==> config.mk <==
export PLATFORM = sky130hd
export DESIGN_NAME = bcd_updown_counter
export DESIGN_NICKNAME = d
export VERILOG_FILES = /design/src/rtl/bcd_updown_counter.sv
export SDC_FILE = /design/constraint.sdc
export NUM_CORES = 1
export LEC_CHECK = 0
export CORE_MARGIN = 8
export CORE_UTILIZATION = 27
export CTS_CLUSTER_DIAMETER = 30
export CTS_CLUSTER_SIZE = 25
export DETAILED_ROUTE_END_ITERATION = 12
export PLACE_DENSITY = 0.55
export SYNTH_ARGS = -nofsm -noshare
export SYNTH_HDL_FRONTEND = slang
export SYNTH_SLANG_ARGS = --single-unit
==> constraint.sdc <==
create_clock -name clk -period 2.6 [get_ports clk]
set_clock_uncertainty 0.2 [all_clocks]
set_input_delay 0.52 -clock clk [delete_from_list [all_inputs] [get_ports clk]]
set_output_delay 0.52 -clock clk [all_outputs]
set_load 0.005 [all_outputs]
==> src/rtl/bcd_updown_counter.sv <==
// Registered multi-digit BCD up/down counter with synchronous clear, checked
// parallel load, and wrap or saturate behaviour at the range limits.
module bcd_updown_counter #(
  parameter int DIGITS   = 3,
  parameter bit SATURATE = 1'b0
) (
  input  logic                clk,
  input  logic                reset,
  input  logic                clr,
  input  logic                load,
  input  logic [4*DIGITS-1:0] din,
  input  logic                en,
  input  logic                up,
  output logic [4*DIGITS-1:0] q,
  output logic                ovf,
  output logic                unf,
  output logic                err,
  output logic                is_max,
  output logic                is_zero
);
  localparam int W = 4 * DIGITS;
  localparam logic [W-1:0] ALL_NINES = {DIGITS{4'h9}};

  logic [W-1:0]      q_reg, q_next;
  logic [W-1:0]      inc_val, dec_val;
  logic              ovf_reg, ovf_next;
  logic              unf_reg, unf_next;
  logic              err_reg, err_next;
  logic [DIGITS-1:0] nine_vec, zero_vec, din_ok_vec;
  logic              din_valid;

  genvar gi;
  generate
    for (gi = 0; gi < DIGITS; gi++) begin : g_digit
      logic [3:0] cur_digit;
      logic [3:0] din_digit;
      logic       carry_in;
      logic       borrow_in;

      assign cur_digit       = q_reg[4*gi +: 4];
      assign din_digit       = din[4*gi +: 4];
      assign nine_vec[gi]    = (cur_digit == 4'd9);
      assign zero_vec[gi]    = (cur_digit == 4'd0);
      assign din_ok_vec[gi]  = (din_digit <= 4'd9);

      // A digit steps only when every lower digit is at its roll-over value.
      if (gi == 0) begin : g_lsd
        assign carry_in  = 1'b1;
        assign borrow_in = 1'b1;
      end else begin : g_upper
        assign carry_in  = &nine_vec[gi-1:0];
        assign borrow_in = &zero_vec[gi-1:0];
      end

      assign inc_val[4*gi +: 4] = !carry_in ? cur_digit :
                                  (nine_vec[gi] ? 4'd0 : cur_digit + 4'd1);
      assign dec_val[4*gi +: 4] = !borrow_in ? cur_digit :
                                  (zero_vec[gi] ? 4'd9 : cur_digit - 4'd1);
    end
  endgenerate

  assign din_valid = &din_ok_vec;
  assign is_max    = &nine_vec;
  assign is_zero   = &zero_vec;

  always_comb begin
    q_next   = q_reg;
    ovf_next = 1'b0;
    unf_next = 1'b0;
    err_next = 1'b0;
    if (clr) begin
      q_next = '0;
    end else if (load) begin
      if (din_valid) begin
        q_next = din;
      end else begin
        err_next = 1'b1;
      end
    end else if (en) begin
      if (up) begin
        if (is_max) begin
          ovf_next = 1'b1;
          q_next   = SATURATE ? ALL_NINES : '0;
        end else begin
          q_next = inc_val;
        end
      end else begin
        if (is_zero) begin
          unf_next = 1'b1;
          q_next   = SATURATE ? '0 : ALL_NINES;
        end else begin
          q_next = dec_val;
        end
      end
    end
  end

  always_ff @(posedge clk or posedge reset) begin
    if (reset) begin
      q_reg   <= '0;
      ovf_reg <= 1'b0;
      unf_reg <= 1'b0;
      err_reg <= 1'b0;
    end else begin
      q_reg   <= q_next;
      ovf_reg <= ovf_next;
      unf_reg <= unf_next;
      err_reg <= err_next;
    end
  end

  assign q   = q_reg;
  assign ovf = ovf_reg;
  assign unf = unf_reg;
  assign err = err_reg;

endmodule
==> out/metrics.csv <==
metric,value,unit
drt wl/cell,15.1,µm
fraction of final layout cells sized beyond drive strength 1,26.3,%
sum of buffers and inverters on the critical path,2,
Clock Tree Buf Depth,2,
# DRC,0,
DPL Wire Length,3.41,mm
Post-Synthesis Cells,176,
number of buffers added on ports,34,
Die W,88.9,µm
Initial Util,28.1,%
number of hold violations in the final report,0,
H-Tree Depth,1,
"top cells by count, synth","16 x nand2_1, 15 x dfrtp_1, 13 x inv_1, 13 x o21ai_0, 11 x a21oi_1",
CTS Hold Buffers Added,0,
hold_sp,q[1],
Detailed Route WL,4.50,mm
synth unique cells,45,
I/O pin total,35,
R2R Path Start,q[4],
max_cap viols,0,
VDD IR max,239,µV
"critical path, cell by cell",nor4_2 > buf_4 > and3_4 > clkdlybuf4s50_1,
CTS tree,yes,
core area,5110,µm²
Period minus WS final,2.55,ns
PwrDens,504,nW/µm²
switch share,36.0,%
vias in the first global route,1481,
FF-to-FF setup slack,0.55,ns
row count,26,
"CP delay by family, top",buffers and inverters,
"EDFF count, synth",0,
synthesized area,1440,µm²
Iteration-0 DRC Markers,47,
Tot Pwr,0.00107,W
DIE HEIGHT,88.9,µm
CP peak stage delay,0.49,ns
GPL Wtd Cong,0.808,
Post-DRT Antenna Nets,0,
status,finished clean,
share of the synthesized area in the top cell type,26.2,%
Clk pwr share,18.4,%
Hold Path Class,reg2reg,
Seq cells post-synth,15,
Worst Tran Pin Value,0.656,ns
Mean Syn Cell Area,8.15,µm²
Worst Path Arrival,1.83,ns
sequential area share after synthesis,26.2,%
placed inst area,1970,µm²
most frequent cell after synthesis,nand2_1,
first-pass GRT wire length,7.28,mm
critical path type,reg2out,
post-route cell area,2130,µm²
crit end category,output port,
maximum fanout along the worst path,7,
CP Launch Type,flip-flop,
worst-skew pair later-pin latency,0.25,ns
Logic pwr share,51.7,%
Area contributors post-synth,"dfrtp_1 26%, ha_1 7.0%, mux2_2 5.5%",
Max Clk Rate,392,MHz
Final setup viols,0,
Critical Path RT,1.88,ns
post-synthesis net count,202,
Slew Limit Fails,0,
Yosys Warn Count,0,
"area leader, netlist",dfrtp_1,
slew margin rel.,56.2,%
fraction of registers with async set/reset,100,%
Worst-path clk slew,0.07,ns
CTS Buf Count,3,
DRT Pass-1 Iters,5,
routed vias,1516,
# diodes,0,
initial antenna violation count,0,
largest net degree at the start of global routing,16,
clock sink count,15,
root buf cell,clkbuf_8,
Largest register FFs,12,
slowest CP cell,clkdlybuf4s50_1,
Setup crit start,q[1],
top_reg_cell synth,dfrtp_1,
Final Cycle Share,98.0,%
Layout Area Growth over Synthesis,48.6,%
sequential power share,29.9,%
nets,255,
Pint,0.000687,W
gr usage total,11.7,%
grt ovf,0,
leak pwr,0.883,nW
P_sw,0.000387,W
DIE AREA,7900,µm²
DR vias/cell,5.09,
-- routing by layer --
layer | vias to the layer above | GRT usage, % | part of all wire (%)
met5 | - | 0 | 0
met4 | 0 | 3.07 | 0.62
met3 | 4 | 2.67 | 7.5
met2 | 45 | 19.6 | 46
met1 | 725 | 14.7 | 46
li1 | 742 | - | -
-- stage by stage --
stage / hold WS, ns / worst slack (ns) / setup TNS (ns) / utilization [%] / std cells
final: 0.421 / 0.0519 / 0 / 41.8 / 298
after global routing: 0.430 / -0.0112 / -0.0112 / 41.8 / 298
after CTS: 0.430 / 0.0103 / 0 / 40.5 / 294
after detailed placement: 0.428 / 0.103 / 0 / 38.6 / 290
after global placement: 0.415 / 0.0945 / 0 / 38.6 / 290
after floorplan: 0.221 / 0.571 / 0 / - / 176
-- what timing repair did --
action / in CTS / in global routing
pin swaps: 0 / 1
resized for setup: 11 / 11
buffers inserted: 0 / 4
endpoints found under the setup margin: 2 / 2
-- area by class of cell --
class,count,area (µm²)
fill,544,2970
multi-input combinational,132,1000
timing repair buffer,63,564
sequential,15,379
tap,70,87.6
inverter,14,52.6
clock buffer,4,45.0
-- power groups by stage --
stage | Clock [W] | Combinational (W) | Sequential, W
finish | 0.000197 | 0.000556 | 0.000321
CTS | 0.000203 | 0.000527 | 0.000316
global route | 0.000215 | 0.000612 | 0.000327
global placement | 0 | 0.000502 | 0.000314
floorplan | 0 | 0.000292 | 0.000303
detailed placement | 0 | 0.000499 | 0.000314
-- cells in the final DEF (no fill, tap or decap), types with 4 or more instances in the layout --
cell type	instances
inv_1	10
dfrtp_1	12
nand2b_1	5
nor3_1	5
o21ai_0	13
nand2_1	16
buf_4	28
xnor2_1	4
mux2_2	7
a21oi_1	11
nand3_1	4
a2111oi_0	4
ha_1	4
clkdlybuf4s50_1	33
inv_2	4
nor2_1	7
-- kinds of logic (layout without fill, tap and decap cells) --
group	Yosys count	after routing	share of synthesized area (%)
simple gates	58	58	23.1
compound gates	53	53	25.4
buf+inv	29	81	9.07
flops	15	15	26.2
mux	9	9	6.89
fa+ha+maj	8	8	6.97
xor+xnor	4	4	2.44
-- final timing paths --
| path | endpoint | cells after the start |
|---|---|---|
| worst max-delay path | is_zero | 4 |
| worst min-delay path | q[1] | 1 |
| worst max register to register | q[9] | 7 |
| worst min register to register | q[1] | 1 |
| max in group asynchronous | q[7] | 2 |
| min in group asynchronous | err | 2 |
Note: power is estimated with default switching activity, not from simulation.
